$ cat src/rtl/cmul_round_pipe.sv
// cmul_round_pipe: 3-stage pipelined complex multiplier (data x twiddle) with frame index/SOF tracking.
// Build option: define CMUL_ROUND_EN for round-half-up output; otherwise the output is truncated (floor).
module cmul_round_pipe #(
  parameter int DL     = 10,
  parameter int TL     = 10,
  parameter int N_LOG2 = 6,
  localparam int OL    = DL + 2
) (
  input  logic              iCLK,
  input  logic              iRSTn,
  input  logic              iEN,
  input  logic              iCLR,
  input  logic              iVALID,
  input  logic [DL-1:0]     iDATA_RE,
  input  logic [DL-1:0]     iDATA_IM,
  input  logic [TL-1:0]     iTW_RE,
  input  logic [TL-1:0]     iTW_IM,
  output logic              oVALID,
  output logic [OL-1:0]     oDATA_RE,
  output logic [OL-1:0]     oDATA_IM,
  output logic [N_LOG2-1:0] oIDX,
  output logic              oSOF
);

  localparam int MW = DL + TL;
  localparam int PW = DL + TL + 1;
  localparam int SH = TL - 2;

`ifdef CMUL_ROUND_EN
  localparam logic signed [PW-1:0] RND = {{(PW-1){1'b0}}, 1'b1} << (TL - 3);
`else
  localparam logic signed [PW-1:0] RND = {PW{1'b0}};
`endif
  localparam logic [N_LOG2-1:0] IDX_ONE = {{(N_LOG2-1){1'b0}}, 1'b1};

  logic                     v1_q, v1_d, v2_q, v2_d, v3_q, v3_d, sof_q, sof_d;
  logic signed [DL-1:0]     ar_q, ar_d, ai_q, ai_d;
  logic signed [TL-1:0]     br_q, br_d, bi_q, bi_d;
  logic signed [MW-1:0]     p_rr_q, p_rr_d, p_ii_q, p_ii_d, p_ri_q, p_ri_d, p_ir_q, p_ir_d;
  logic signed [OL-1:0]     re_q, re_d, im_q, im_d;
  logic [N_LOG2-1:0]        idx_q, idx_d;
  logic signed [PW-1:0]     pr_s, pi_s, pr_rnd_s, pi_rnd_s;
  logic                     unused_bits_s;

  // Datapath: operand capture, partial products, combine/round/select; advances only on iEN.
  always_comb begin
    ar_d   = ar_q;
    ai_d   = ai_q;
    br_d   = br_q;
    bi_d   = bi_q;
    p_rr_d = p_rr_q;
    p_ii_d = p_ii_q;
    p_ri_d = p_ri_q;
    p_ir_d = p_ir_q;
    re_d   = re_q;
    im_d   = im_q;
    pr_s     = PW'(p_rr_q) - PW'(p_ii_q);
    pi_s     = PW'(p_ri_q) + PW'(p_ir_q);
    pr_rnd_s = pr_s + RND;
    pi_rnd_s = pi_s + RND;
    // Top bit and fraction bits are dropped; the selected field cannot overflow for |tw| <= 1.0.
    unused_bits_s = ^{pr_rnd_s[PW-1], pr_rnd_s[SH-1:0], pi_rnd_s[PW-1], pi_rnd_s[SH-1:0]};
    if (iEN) begin
      ar_d   = iDATA_RE;
      ai_d   = iDATA_IM;
      br_d   = iTW_RE;
      bi_d   = iTW_IM;
      p_rr_d = MW'(ar_q) * MW'(br_q);
      p_ii_d = MW'(ai_q) * MW'(bi_q);
      p_ri_d = MW'(ar_q) * MW'(bi_q);
      p_ir_d = MW'(ai_q) * MW'(br_q);
      re_d   = pr_rnd_s[SH+OL-1:SH];
      im_d   = pi_rnd_s[SH+OL-1:SH];
    end else begin
      ar_d   = ar_q;
      ai_d   = ai_q;
      br_d   = br_q;
      bi_d   = bi_q;
      p_rr_d = p_rr_q;
      p_ii_d = p_ii_q;
      p_ri_d = p_ri_q;
      p_ir_d = p_ir_q;
      re_d   = re_q;
      im_d   = im_q;
    end
  end

  // Control: valid pipe and output index; iCLR outranks the stall and the incoming valid.
  always_comb begin
    v1_d  = v1_q;
    v2_d  = v2_q;
    v3_d  = v3_q;
    idx_d = idx_q;
    if (iCLR) begin
      v1_d  = 1'b0;
      v2_d  = 1'b0;
      v3_d  = 1'b0;
      idx_d = {N_LOG2{1'b0}};
    end else if (iEN) begin
      v1_d = iVALID;
      v2_d = v1_q;
      v3_d = v2_q;
      if (v3_q) begin
        idx_d = idx_q + IDX_ONE;
      end else begin
        idx_d = idx_q;
      end
    end else begin
      v1_d  = v1_q;
      v2_d  = v2_q;
      v3_d  = v3_q;
      idx_d = idx_q;
    end
    sof_d = v3_d & (idx_d == {N_LOG2{1'b0}});
  end

  // State registers, all cleared by the asynchronous reset.
  always_ff @(posedge iCLK or negedge iRSTn) begin
    if (!iRSTn) begin
      v1_q   <= 1'b0;
      v2_q   <= 1'b0;
      v3_q   <= 1'b0;
      sof_q  <= 1'b0;
      idx_q  <= {N_LOG2{1'b0}};
      ar_q   <= {DL{1'b0}};
      ai_q   <= {DL{1'b0}};
      br_q   <= {TL{1'b0}};
      bi_q   <= {TL{1'b0}};
      p_rr_q <= {MW{1'b0}};
      p_ii_q <= {MW{1'b0}};
      p_ri_q <= {MW{1'b0}};
      p_ir_q <= {MW{1'b0}};
      re_q   <= {OL{1'b0}};
      im_q   <= {OL{1'b0}};
    end else begin
      v1_q   <= v1_d;
      v2_q   <= v2_d;
      v3_q   <= v3_d;
      sof_q  <= sof_d;
      idx_q  <= idx_d;
      ar_q   <= ar_d;
      ai_q   <= ai_d;
      br_q   <= br_d;
      bi_q   <= bi_d;
      p_rr_q <= p_rr_d;
      p_ii_q <= p_ii_d;
      p_ri_q <= p_ri_d;
      p_ir_q <= p_ir_d;
      re_q   <= re_d;
      im_q   <= im_d;
    end
  end

  assign oVALID   = v3_q;
  assign oDATA_RE = re_q;
  assign oDATA_IM = im_q;
  assign oIDX     = idx_q;
  assign oSOF     = sof_q;

endmodule

$ cat config.mk
export PLATFORM = sky130hd
export DESIGN_NAME = cmul_round_pipe
export DESIGN_NICKNAME = d
export VERILOG_FILES = /design/src/rtl/cmul_round_pipe.sv
export SDC_FILE = /design/constraint.sdc
export NUM_CORES = 1
export LEC_CHECK = 0
export ABC_AREA = 1
export CAP_MARGIN = 20
export CORE_ASPECT_RATIO = 2
export CORE_MARGIN = 5
export CORE_UTILIZATION = 40
export DETAILED_ROUTE_END_ITERATION = 8
export GPL_ROUTABILITY_DRIVEN = 0
export GPL_TIMING_DRIVEN = 0
export HOLD_SLACK_MARGIN = 0.02
export SETUP_SLACK_MARGIN = 0.5
export SLEW_MARGIN = 20
export SYNTH_ARGS = -nofsm -noshare
export SYNTH_HDL_FRONTEND = slang
export SYNTH_SLANG_ARGS = --single-unit
$ cat constraint.sdc
create_clock -name iCLK -period 5 [get_ports iCLK]
set_input_delay 1 -clock iCLK [delete_from_list [all_inputs] [get_ports iCLK]]
set_output_delay 1 -clock iCLK [all_outputs]
set_load 0.05 [all_outputs]
# After elaboration in Yosys (flattened, before gate mapping)
# Cells that the tools add are included.
totals:
  ff_bits: 154
  elab_cells: 34
op_classes:
  reduce_logical: 2
  muxes: 9
  bitwise_logic: 1
  multipliers: 4
  addsub: 3
ops:
  columns: ["op", "count"]
  rows:
  - ["$mul A10 B10 Y20", 4]
  - ["$add A20 B20 Y20", 1]
  - ["$sub A20 B20 Y20", 1]
  - ["$mux W6", 3]
  - ["$add A6 B1 Y6 const B", 1]
  - ["$logic_not A6 Y1", 1]
  - ["$mux W1", 6]
  - ["$reduce_bool A2 Y1", 1]
  - ["$and A1 B1 Y1", 1]

# Longest topological paths before layout
# Gate-level depths: netlist of the first run.
depth:
  ltp_word: 6
  ltp_mapped: 25
  mapped_depth_nobuf: 24

# Worst setup path after synthesis of the first run
# Ideal clock, no wire load.
synth_timing:
  kind: "flip-flop to flip-flop"
  from: "register br_q[1]"
  to: "register p_ir_q[19]"
  n_path_buf: 1
  period_less_slack_ns: 4.892
  path_stages_with_launch: 23
  arrival_time_ns: 4.774
  setup_slack_ns: 0.108
  path_cell_list: "dfrtp_1 -> clkbuf_1 -> nand2_1 -> fa_1 -> inv_1 -> fa_1 -> inv_1 -> fa_1 -> inv_1 -> fa_1 -> inv_1 -> fa_1 -> inv_1 -> ha_1 -> a21oi_1 -> nor2_1 -> or2_2 -> nor2_1 -> nand2_1 -> inv_1 -> nand2_1 -> nand3_1 -> nand2_1"
synth_between:
  elab_chain_len: 1
synth_rtl:
  columns: ["item", "line", "source"]
  rows:
  - ["start: declaration", "38", "logic signed [TL-1:0] br_q, br_d, bi_q, bi_d;"]
  - ["start signal: assignment", "127", "br_q <= {TL{1'b0}};"]
  - ["start signal: assignment", "143", "br_q <= br_d;"]
  - ["$mul A10 B10 Y20", "71", "p_ir_d = MW'(ai_q) * MW'(br_q);"]
  - ["end signal: assignment", "132", "p_ir_q <= {MW{1'b0}};"]
  - ["end signal: assignment", "148", "p_ir_q <= p_ir_d;"]
  - ["end: declaration", "39", "logic signed [MW-1:0] p_rr_q, p_rr_d, p_ii_q, p_ii_d, p_ri_q, p_ri_d, p_ir_q, p_ir_d;"]
# Every way passes these cells.
# A chain may end at the register's enable or synchronous reset.

# Worst setup path after layout of the first run
layout_timing:
  from: "register br_q[9]"
  to: "register p_ir_q[19]"
# The elaborated chain is that of the path after synthesis.

==> impl_metrics.py, run 1 <==
metrics = {
    "grt": {
        "grt_pass1_vias": 22650,
        "antenna_found_initial": 0,
        "track_usage_pct": 23.85,
        "overflow": 0,
        "grt_max_degree": 98,
        "grt_first_pass_wirelength_um": 125400,
    },
    "cts": {
        "cts_hold_buf": 0,
        "tritoncts": "yes",
        "clock-root-buffer": "clkbuf_16",
        "cts_buffer_depth": 2,
        "cts_sinks": 154,
        "clkLatencyLatePin_ns": 0.49,
        "clkSlewWorstSetupHoldPaths_ns": 0.09,
        "h-tree-depth": 4,
        "cts_buffers": 17,
    },
    "sta": {
        "finalHoldViolCount": 0,
        "slew_viol_final": 0,
        "tns_ns": 0,
        "fmax_mhz": 202.5,
        "tightestPinTransition_ns": 1.282,
        "hold_slack_ns": 0.4577,
        "grt_setup_unrepaired": "yes",
        "final.period_utilization_pct": 98.75,
        "finalCriticalPeriod_ns": 4.937,
        "fin_skew_ns": 0.01736,
        "setup_viol": 0,
        "relSlewSlack_pct": 14.53,
    },
    "route": {
        "routed-wl-met3_um": 6120,
        "top_layer_used": "met4",
        "drtIter0Drc": 1652,
        "totalWireLength_um": 84360,
        "drc_errors": 0,
        "num_vias": 22610,
        "wl_met1_um": 32080,
        "drt.antenna.violating_nets": 0,
        "firstDrtPassIters": 5,
        "avgRoutedWirePerCell_um": 18.94,
        "routed_via_density": 5.077,
        "wl_met2_um": 39310,
    },
    "final_layout": {
        "final_util_pct": 51.46,
        "area_growth_pct": 28.06,
        "nets": 4290,
        "final_cells": 4454,
        "final_cell_mix": "nand2_1 (910), inv_1 (768), fa_1 (341)",
        "layout_commonest_cell": "nand2_1",
        "drive_above_1_share_pct": 21.31,
    },
    "synthesis": {
        "synth_area_leaders": "fa_1 (29%), nand2_1 (16%), dfrtp_1 (15%), inv_1 (13%), ha_1 (12%)",
        "synth_fp_nets": 4032,
        "postSynthAreaPerCell_sq_um": 7.403,
        "synth_top_area_share_pct": 29.04,
        "ys_warn_count": 0,
        "syn_area_sq_um": 25100,
        "syn_inst": 3390,
        "synth.largest_area_cell": "fa_1",
        "ys_seq_area_share_pct": 15.36,
        "ys_seq_elements": 154,
        "yosysUniqueCellTypes": 37,
    },
    "critical_path": {
        "critical_path_required_ns": 5.36,
        "path_delay_family": "adder cells",
        "worst_r2r_endpoint": "p_ir_q[19]",
        "cp_data_arrival_time_ns": 5.30,
        "cpPeakStageDelay_ns": 0.53,
        "path_cells": "clkinvlp_4 -> clkbuf_16 -> nor2_4 -> fa_1 -> inv_1 -> fa_1 -> fa_1 -> inv_1 -> fa_1 -> inv_1 -> fa_1 -> inv_1 -> ha_4 -> a21oi_2 -> nor2_1 -> or2_2 -> nor2_1 -> nand2_1 -> inv_1 -> nand2_1 -> nand3_2 -> nand2_1",
        "end_kind": "register",
        "r2r_cells": 22,
        "cp.buffers_inverters": 7,
        "cp-start-kind": "register",
        "path_class": "register to register",
        "regToRegStartpoint": "br_q[9]",
        "path_max_fanout": 5,
        "critPathSlowestCell": "fa_1",
        "r2r_slack_ns": 0.06,
    },
    "place": {
        "numPlacedInstances": 4258,
        "io_buffer_count": 75,
        "dpl.hpwl_um": 62370,
    },
    "floorplan": {
        "dieArea_sq_um": 68150,
        "fp-row-count": 130,
        "io_pins": 77,
        "core_area_sq_um": 62460,
        "initial_utilization_pct": 40.18,
        "fp.dieW_um": 187.1,
        "die_h_um": 364.2,
    },
    "hold_path": {
        "hold_path_class": "primary input to asynchronous set/reset pin",
    },
    "run_status": {
        "status": "completed",
    },
    "run": {
        "drv_cap": 0,
    },
}
==> worst reg2reg max path: cells and delay by family, from the launching register on <==
family	cells	cell delay [ns]
compound gates	1	0.15
fa+ha+maj	6	2.57
buf+inv	7	0.81
flops	1	0.45
simple gates	8	0.81
==> state kept, by name (all words and copies together), names as in the netlist <==
signal	flops
oIDX	6
bi_q	10
ai_q	10
p_ir_q	20
p_ii_q	20
oVALID	1
p_rr_q	20
ar_q	10
v1_q	1
br_q	10
v2_q	1
oDATA_RE	12
oSOF	1
p_ri_q	20
oDATA_IM	12
==> through the flow <==
stage,area (sq um),setup WS (ns)
floorplan,25200,0.4432
global placement,26950,-3.765
detailed placement,26980,-0.8187
CTS,29580,0.08657
global route,32140,-0.08821
finish,32140,0.06274
==> cells by family after synthesis <==
family                     share of synthesized area (%)
AOI/OAI and AO/OA                                  4.691
buffers and inverters                              14.38
and+or+nand+nor                                    23.04
DFF                                                15.36
adders and majority gates                          40.65
xor gates and xnor gates                           1.885
==> area by class of cell <==
class / instances / area [sq um]
Multi-Input combinational cell: 2281 / 20040
Buffer: 112 / 1146
Inverter: 843 / 3176
Sequential cell: 154 / 3876
Tap cell: 792 / 991.0
Clock buffer: 17 / 425.4
Antenna cell: 1 / 2.502
Clock inverter: 15 / 188.9
Fill cell: 5889 / 30320
Timing Repair Buffer: 239 / 2290
==> cell usage after synthesis <==
cell type and number:
nand3b_1 22, nor3_1 6, nand2b_1 1, and2_4 1
and2_1 6, nor4_1 3, o21bai_1 10, nand2_1 1046
inv_1 840, nor3_2 3, nand4_1 18, o21bai_2 1
nand3_1 145, buf_4 2, buf_2 13, nor2_2 2
o22ai_1 3, inv_2 1, o21ai_0 89, nor2_1 124
a21oi_2 9, a31oi_1 2, buf_1 13, nand3_2 8
clkinv_1 2, nand2_2 9, xnor2_1 38, or2_2 5
xor2_1 16, a21o_1 4, dfrtp_1 154, or2_1 12
fa_1 364, ha_1 233, o21ai_1 2, clkbuf_1 84
a21oi_1 99
==> worst max path at each step <==
| stage | from | slack (ns) | cells after the start | end |
|---|---|---|---|---|
| after CTS | ai_q[9] | 0.09 | 22 | p_ir_q[19] |
| after detailed placement | br_q[9] | -0.82 | 21 | p_rr_q[19] |
| after floorplan | ai_q[9] | 0.44 | 22 | p_ir_q[19] |
| after global routing | ai_q[9] | -0.09 | 22 | p_ir_q[19] |
| final | br_q[9] | 0.06 | 22 | p_ir_q[19] |
| after global placement | iRSTn | -3.77 | 1 | oIDX[1] |
==> per-layer routing <==
metal,GRT usage (%),up-vias
li1,-,10520
met1,28.76,10950
met2,39.32,890
met3,4.503,249
met4,15.02,0
met5,0,-
==> what timing repair did <==
item                       4_1_cts  5_1_grt
setup endpoints to repair       55       52
gates cloned                     4        6
buffers inserted                66       87
pin swaps                       54      177
resized for setup              350      533
Power of run 1 is not shown: default switching activity piles up to over one toggle a cycle in this logic, so the estimate is an artifact.
==> run 2: changes to the inputs <==
Settings changed: PLACE_DENSITY set to 0.67.
==> impl_metrics.py, run 2 (same netlist as run 1, synthesis figures left out) <==
metrics = {
    "route": {
        "drtIter0Drc": 1754,
        "routed_via_density": 5.075,
        "totalWireLength_um": 80250,
        "drt.antenna.violating_nets": 0,
        "num_vias": 22560,
        "avgRoutedWirePerCell_um": 18.05,
        "drc_errors": 0,
        "firstDrtPassIters": 8,
    },
    "floorplan": {
        "io_pins": 77,
        "core_area_sq_um": 62460,
        "die_h_um": 364.2,
        "fp-row-count": 130,
        "fp.dieW_um": 187.1,
        "initial_utilization_pct": 40.18,
        "dieArea_sq_um": 68150,
    },
    "critical_path": {
        "worst_r2r_endpoint": "p_rr_q[15]",
        "cp-start-kind": "register",
        "critical_path_required_ns": 5.32,
        "cp_data_arrival_time_ns": 5.19,
        "r2r_cells": 20,
        "path_class": "register to register",
        "r2r_slack_ns": 0.13,
        "path_max_fanout": 6,
        "cp-startpoint": "ar_q[5]",
        "regToRegStartpoint": "ar_q[5]",
        "end_kind": "register",
        "critPathCapture": "p_rr_q[15]",
    },
    "cts": {
        "clkSlewWorstSetupHoldPaths_ns": 0.08,
        "cts_buffer_depth": 2,
        "clock-root-buffer": "clkbuf_16",
        "cts_sinks": 154,
        "tritoncts": "yes",
        "clkLatencyLatePin_ns": 0.47,
        "h-tree-depth": 4,
        "cts_buffers": 17,
        "cts_hold_buf": 0,
    },
    "sta": {
        "layout_setup_ws_ns": 0.1319,
        "final.period_utilization_pct": 97.36,
        "finalHoldViolCount": 0,
        "slew_viol_final": 0,
        "finalCriticalPeriod_ns": 4.868,
        "fmax_mhz": 205.4,
        "grt_setup_unrepaired": "yes",
        "fin_skew_ns": 0.01309,
        "tightestPinTransition_ns": 1.123,
        "setup_viol": 0,
        "relSlewSlack_pct": 25.14,
    },
    "place": {
        "io_buffer_count": 75,
        "dpl.hpwl_um": 58900,
        "pre_cts_ws_ns": -0.5561,
    },
    "grt": {
        "grtUsageMet2_pct": 37.00,
        "antenna_found_initial": 0,
        "overflow": 0,
        "grt_first_pass_wirelength_um": 122000,
        "busiest_layer": "met2",
        "use_met1_pct": 27.60,
        "grt_max_degree": 97,
        "track_usage_pct": 22.79,
        "grt_use_met3_pct": 4.043,
        "grt_pass1_vias": 22770,
    },
    "final_layout": {
        "fillCellCount": 5779,
        "nets": 4282,
        "layout_commonest_cell": "nand2_1",
        "final_cell_mix": "nand2_1 (932), inv_1 (802), fa_1 (345)",
        "area_growth_pct": 25.88,
        "n_antenna_cell": 0,
        "drive_above_1_share_pct": 18.86,
    },
    "run": {
        "drv_cap": 0,
    },
    "run_status": {
        "status": "completed",
    },
    "hold_path": {
        "hold_path_class": "primary input to asynchronous set/reset pin",
    },
}
[run 2: changes by cell type in the layout (fill, tap and decap cells not counted), sizes merged]
cell,delta
inv,+2
buf,-22
diode,-1
clkinv,-2
clkbuf,+14
[run 2: layout make-up]
type                            count  area [sq um]  area share [%]
Multi-Input combinational cell   2281         19770           62.57
Timing Repair Buffer              231          2115           6.693
Sequential cell                   154          3865           12.23
Clock inverter                     15         186.4          0.5901
Tap cell                          792         991.0           3.137
Inverter                          843          3176           10.05
Clock buffer                       17         425.4           1.347
Buffer                            112          1067           3.378
[run 2: through the flow]
stage          hold slack (ns)  instances  area [sq um]  util, %  TNS [ns]
6_report                0.4437       4445         31590    50.58         0
5_1_grt                 0.4850       4445         31590    50.58  -0.02729
4_1_cts                 0.4617       4391         30040    48.09         0
3_5_place_dp            0.4643       4258         26980    43.19    -13.91
3_3_place_gp            0.4631       4257         26950    43.14   -567.10
2_1_floorplan           0.4459       3390         25200        -         0
[run 2: worst min-delay path by stage]
stage	from	endpoint	slack, ns
after floorplan	p_ir_q[1]	p_ir_q[1]	0.45
after global placement	oDATA_IM[4]	oDATA_IM[4]	0.46
after detailed placement	p_ir_q[4]	p_ir_q[4]	0.46
after CTS	iRSTn	p_rr_q[16]	0.46
after global routing	iRSTn	p_rr_q[16]	0.48
final	iRSTn	p_rr_q[16]	0.44
[run 2: worst max-delay path, stage by stage (launching register included)]
cell,delay (ns)
dfrtp_1,0.44
clkbuf_8,0.18
buf_12,0.12
nand2_2,0.05
fa_1,0.52
inv_2,0.04
fa_1,0.55
fa_1,0.45
fa_1,0.57
inv_2,0.04
fa_1,0.51
inv_2,0.05
ha_4,0.27
nand2_4,0.09
inv_2,0.05
nand2_2,0.09
nand2_1,0.08
a21oi_2,0.15
nand2_1,0.11
xnor2_2,0.25
o21ai_1,0.08
[run 2: repair_timing]
action                                 4_1_cts  5_1_grt
setup endpoints to repair                   55       50
gates cloned                                 3        2
pin swaps                                   86      157
gates resized for setup                    382      340
buffers inserted                            98       52
endpoints found under the hold margin        0        0
[run 2: per-layer routing]
layer	up-vias	share of wire, %
met4	0	8.8
met1	10860	37
met2	962	46
met5	-	0
li1	10490	-
met3	248	7.6
Power of run 2 is left out for the same reason.
==> run 3: changes to the inputs <==
Settings changed: CELL_PAD_IN_SITES_DETAIL_PLACEMENT set to 1, CELL_PAD_IN_SITES_GLOBAL_PLACEMENT set to 1, DONT_BUFFER_PORTS set to 1, PLACE_DENSITY 0.67 to 0.81.
==> impl_metrics.py, run 3 (same netlist as run 1, synthesis figures left out) <==
metrics = {
    "route": {
        "num_vias": 26670,
        "routed_via_density": 6.017,
        "firstDrtPassIters": 9,
        "totalWireLength_um": 134100,
        "drt.antenna.violating_nets": 0,
        "drtIter0Drc": 2743,
        "avgRoutedWirePerCell_um": 30.24,
        "drc_errors": 2,
    },
    "critical_path": {
        "path_delay_family": "adder cells",
        "path_cells": "buf_8 -> nand2_1 -> fa_1 -> inv_2 -> fa_1 -> fa_1 -> fa_1 -> inv_2 -> fa_1 -> inv_2 -> ha_4 -> nand2_4 -> nor4_4 -> nand2_1 -> nand2_1 -> nand2_1 -> nand3_2 -> o21ai_1",
        "path_max_fanout": 8,
        "critPathSlowestCell": "fa_1",
        "cp_data_arrival_time_ns": 5.74,
        "cpMostUsedCell": "fa_1",
        "cpPeakStageDelay_ns": 0.79,
        "end_kind": "register",
        "critical_path_required_ns": 5.36,
        "path_class": "register to register",
        "cp-start-kind": "register",
        "r2r_slack_ns": -0.39,
        "cp.buffers_inverters": 4,
    },
    "sta": {
        "finalCriticalPeriod_ns": 5.387,
        "fmax_mhz": 185.6,
        "relSlewSlack_pct": 4.204,
        "final.period_utilization_pct": 107.7,
        "tightestPinTransition_ns": 1.437,
        "finalHoldViolCount": 0,
        "setup_viol": 35,
        "slew_viol_final": 0,
        "layout_setup_ws_ns": -0.3874,
        "tns_ns": -7.635,
        "fin_skew_ns": 0.03331,
        "grt_setup_unrepaired": "yes",
    },
    "cts": {
        "cts_sinks": 154,
        "clkSlewWorstSetupHoldPaths_ns": 0.10,
        "tritoncts": "yes",
        "cts_buffer_depth": 2,
        "h-tree-depth": 4,
        "clock-root-buffer": "clkbuf_16",
        "cts_buffers": 17,
        "clkLatencyLatePin_ns": 0.52,
    },
    "grt": {
        "overflow": 0,
        "track_usage_pct": 29.90,
        "grt_max_degree": 155,
        "grt_first_pass_wirelength_um": 156200,
        "grt_pass1_vias": 27070,
        "antenna_found_initial": 4,
    },
    "final_layout": {
        "drive_above_1_share_pct": 24.55,
        "final_cells": 4433,
        "layout_commonest_cell": "nand2_1",
        "area_growth_pct": 28.63,
        "final_cell_mix": "nand2_1 (898), inv_1 (760), fa_1 (333)",
        "nets": 4267,
    },
    "floorplan": {
        "core_area_sq_um": 62460,
        "fp-row-count": 130,
        "dieArea_sq_um": 68150,
        "die_h_um": 364.2,
        "io_pins": 77,
        "fp.dieW_um": 187.1,
        "initial_utilization_pct": 40.18,
    },
    "place": {
        "io_buffer_count": 0,
        "dpl.hpwl_um": 68170,
        "numPlacedInstances": 4182,
    },
    "run_status": {
        "status": "finished with violations",
        "violations": "design-rule violations, negative setup slack",
    },
    "run": {
        "drv_cap": 0,
    },
    "hold_path": {
        "hold_path_class": "primary input to asynchronous set/reset pin",
    },
}
run 3: cell count changes in the layout (fill, tap and decap cells not counted), moves of 19 or more:
cell | previous run | this run
buf_4 | 140 | 173
inv_1 | 802 | 760
nand2_2 | 85 | 104
clkdlybuf4s50_1 | 74 | 0
inv_2 | 37 | 74
nand2_1 | 932 | 898
run 3: what timing repair did:
item                       CTS  global route
resized for setup          440           561
setup endpoints to repair   56            53
pin swaps                   95           236
hold buffers                 0             0
gates cloned                 4             2
setup buffers              111            98
run 3: layout make-up:
class                           instances  area, sq um
Antenna cell                            4        10.01
Clock inverter                         14        158.9
Buffer                                112         1261
Timing Repair Buffer                  216         1929
Sequential cell                       154         3879
Clock buffer                           17        425.4
Tap cell                              792        991.0
Multi-Input combinational cell       2281        20440
Inverter                              843         3188
Fill cell                            7468        30180
run 3: worst paths after layout:
path | from | end | cells after the start
max | ai_q[5] | p_ii_q[17] | 18
min | iRSTn | ar_q[1] | 0
max reg2reg | ai_q[5] | p_ii_q[17] | 18
min reg2reg | p_ir_q[4] | p_ir_q[4] | 2
max in group asynchronous | iRSTn | p_ir_q[13] | 0
min in group iCLK | p_ir_q[4] | p_ir_q[4] | 2
run 3: worst register-to-register path: cells and delay by family (launching register included):
| kind | cells | cell delay [ns] |
|---|---|---|
| adder cells (fa/ha/maj) | 6 | 3.35 |
| AND/OR/NAND/NOR | 7 | 0.91 |
| flip-flops | 1 | 0.48 |
| buffers and inverters | 4 | 0.41 |
| AO/OA/AOI/OAI | 1 | 0.09 |
run 3: through the flow:
step	cell area [sq um]	utilization, %	hold WS (ns)	setup WS, ns
after floorplan	25200	-	0.4459	0.4432
after global placement	26200	41.94	0.4656	-0.6434
after detailed placement	26200	41.94	0.4714	-0.7606
after CTS	29520	47.26	0.2028	0.1073
after global routing	32270	51.67	0.1793	-0.3913
final	32280	51.68	0.1679	-0.3874
run 3: per-layer routing:
metal  part of all wire, %  vias up  track usage (%)
li1                      -    10470                -
met4                    14        2            24.60
met3                   9.9     1070            5.729
met2                    46     2099            51.51
met1                    31    13030            31.65
met5                0.0067        -                0
Power of run 3 is left out for the same reason.
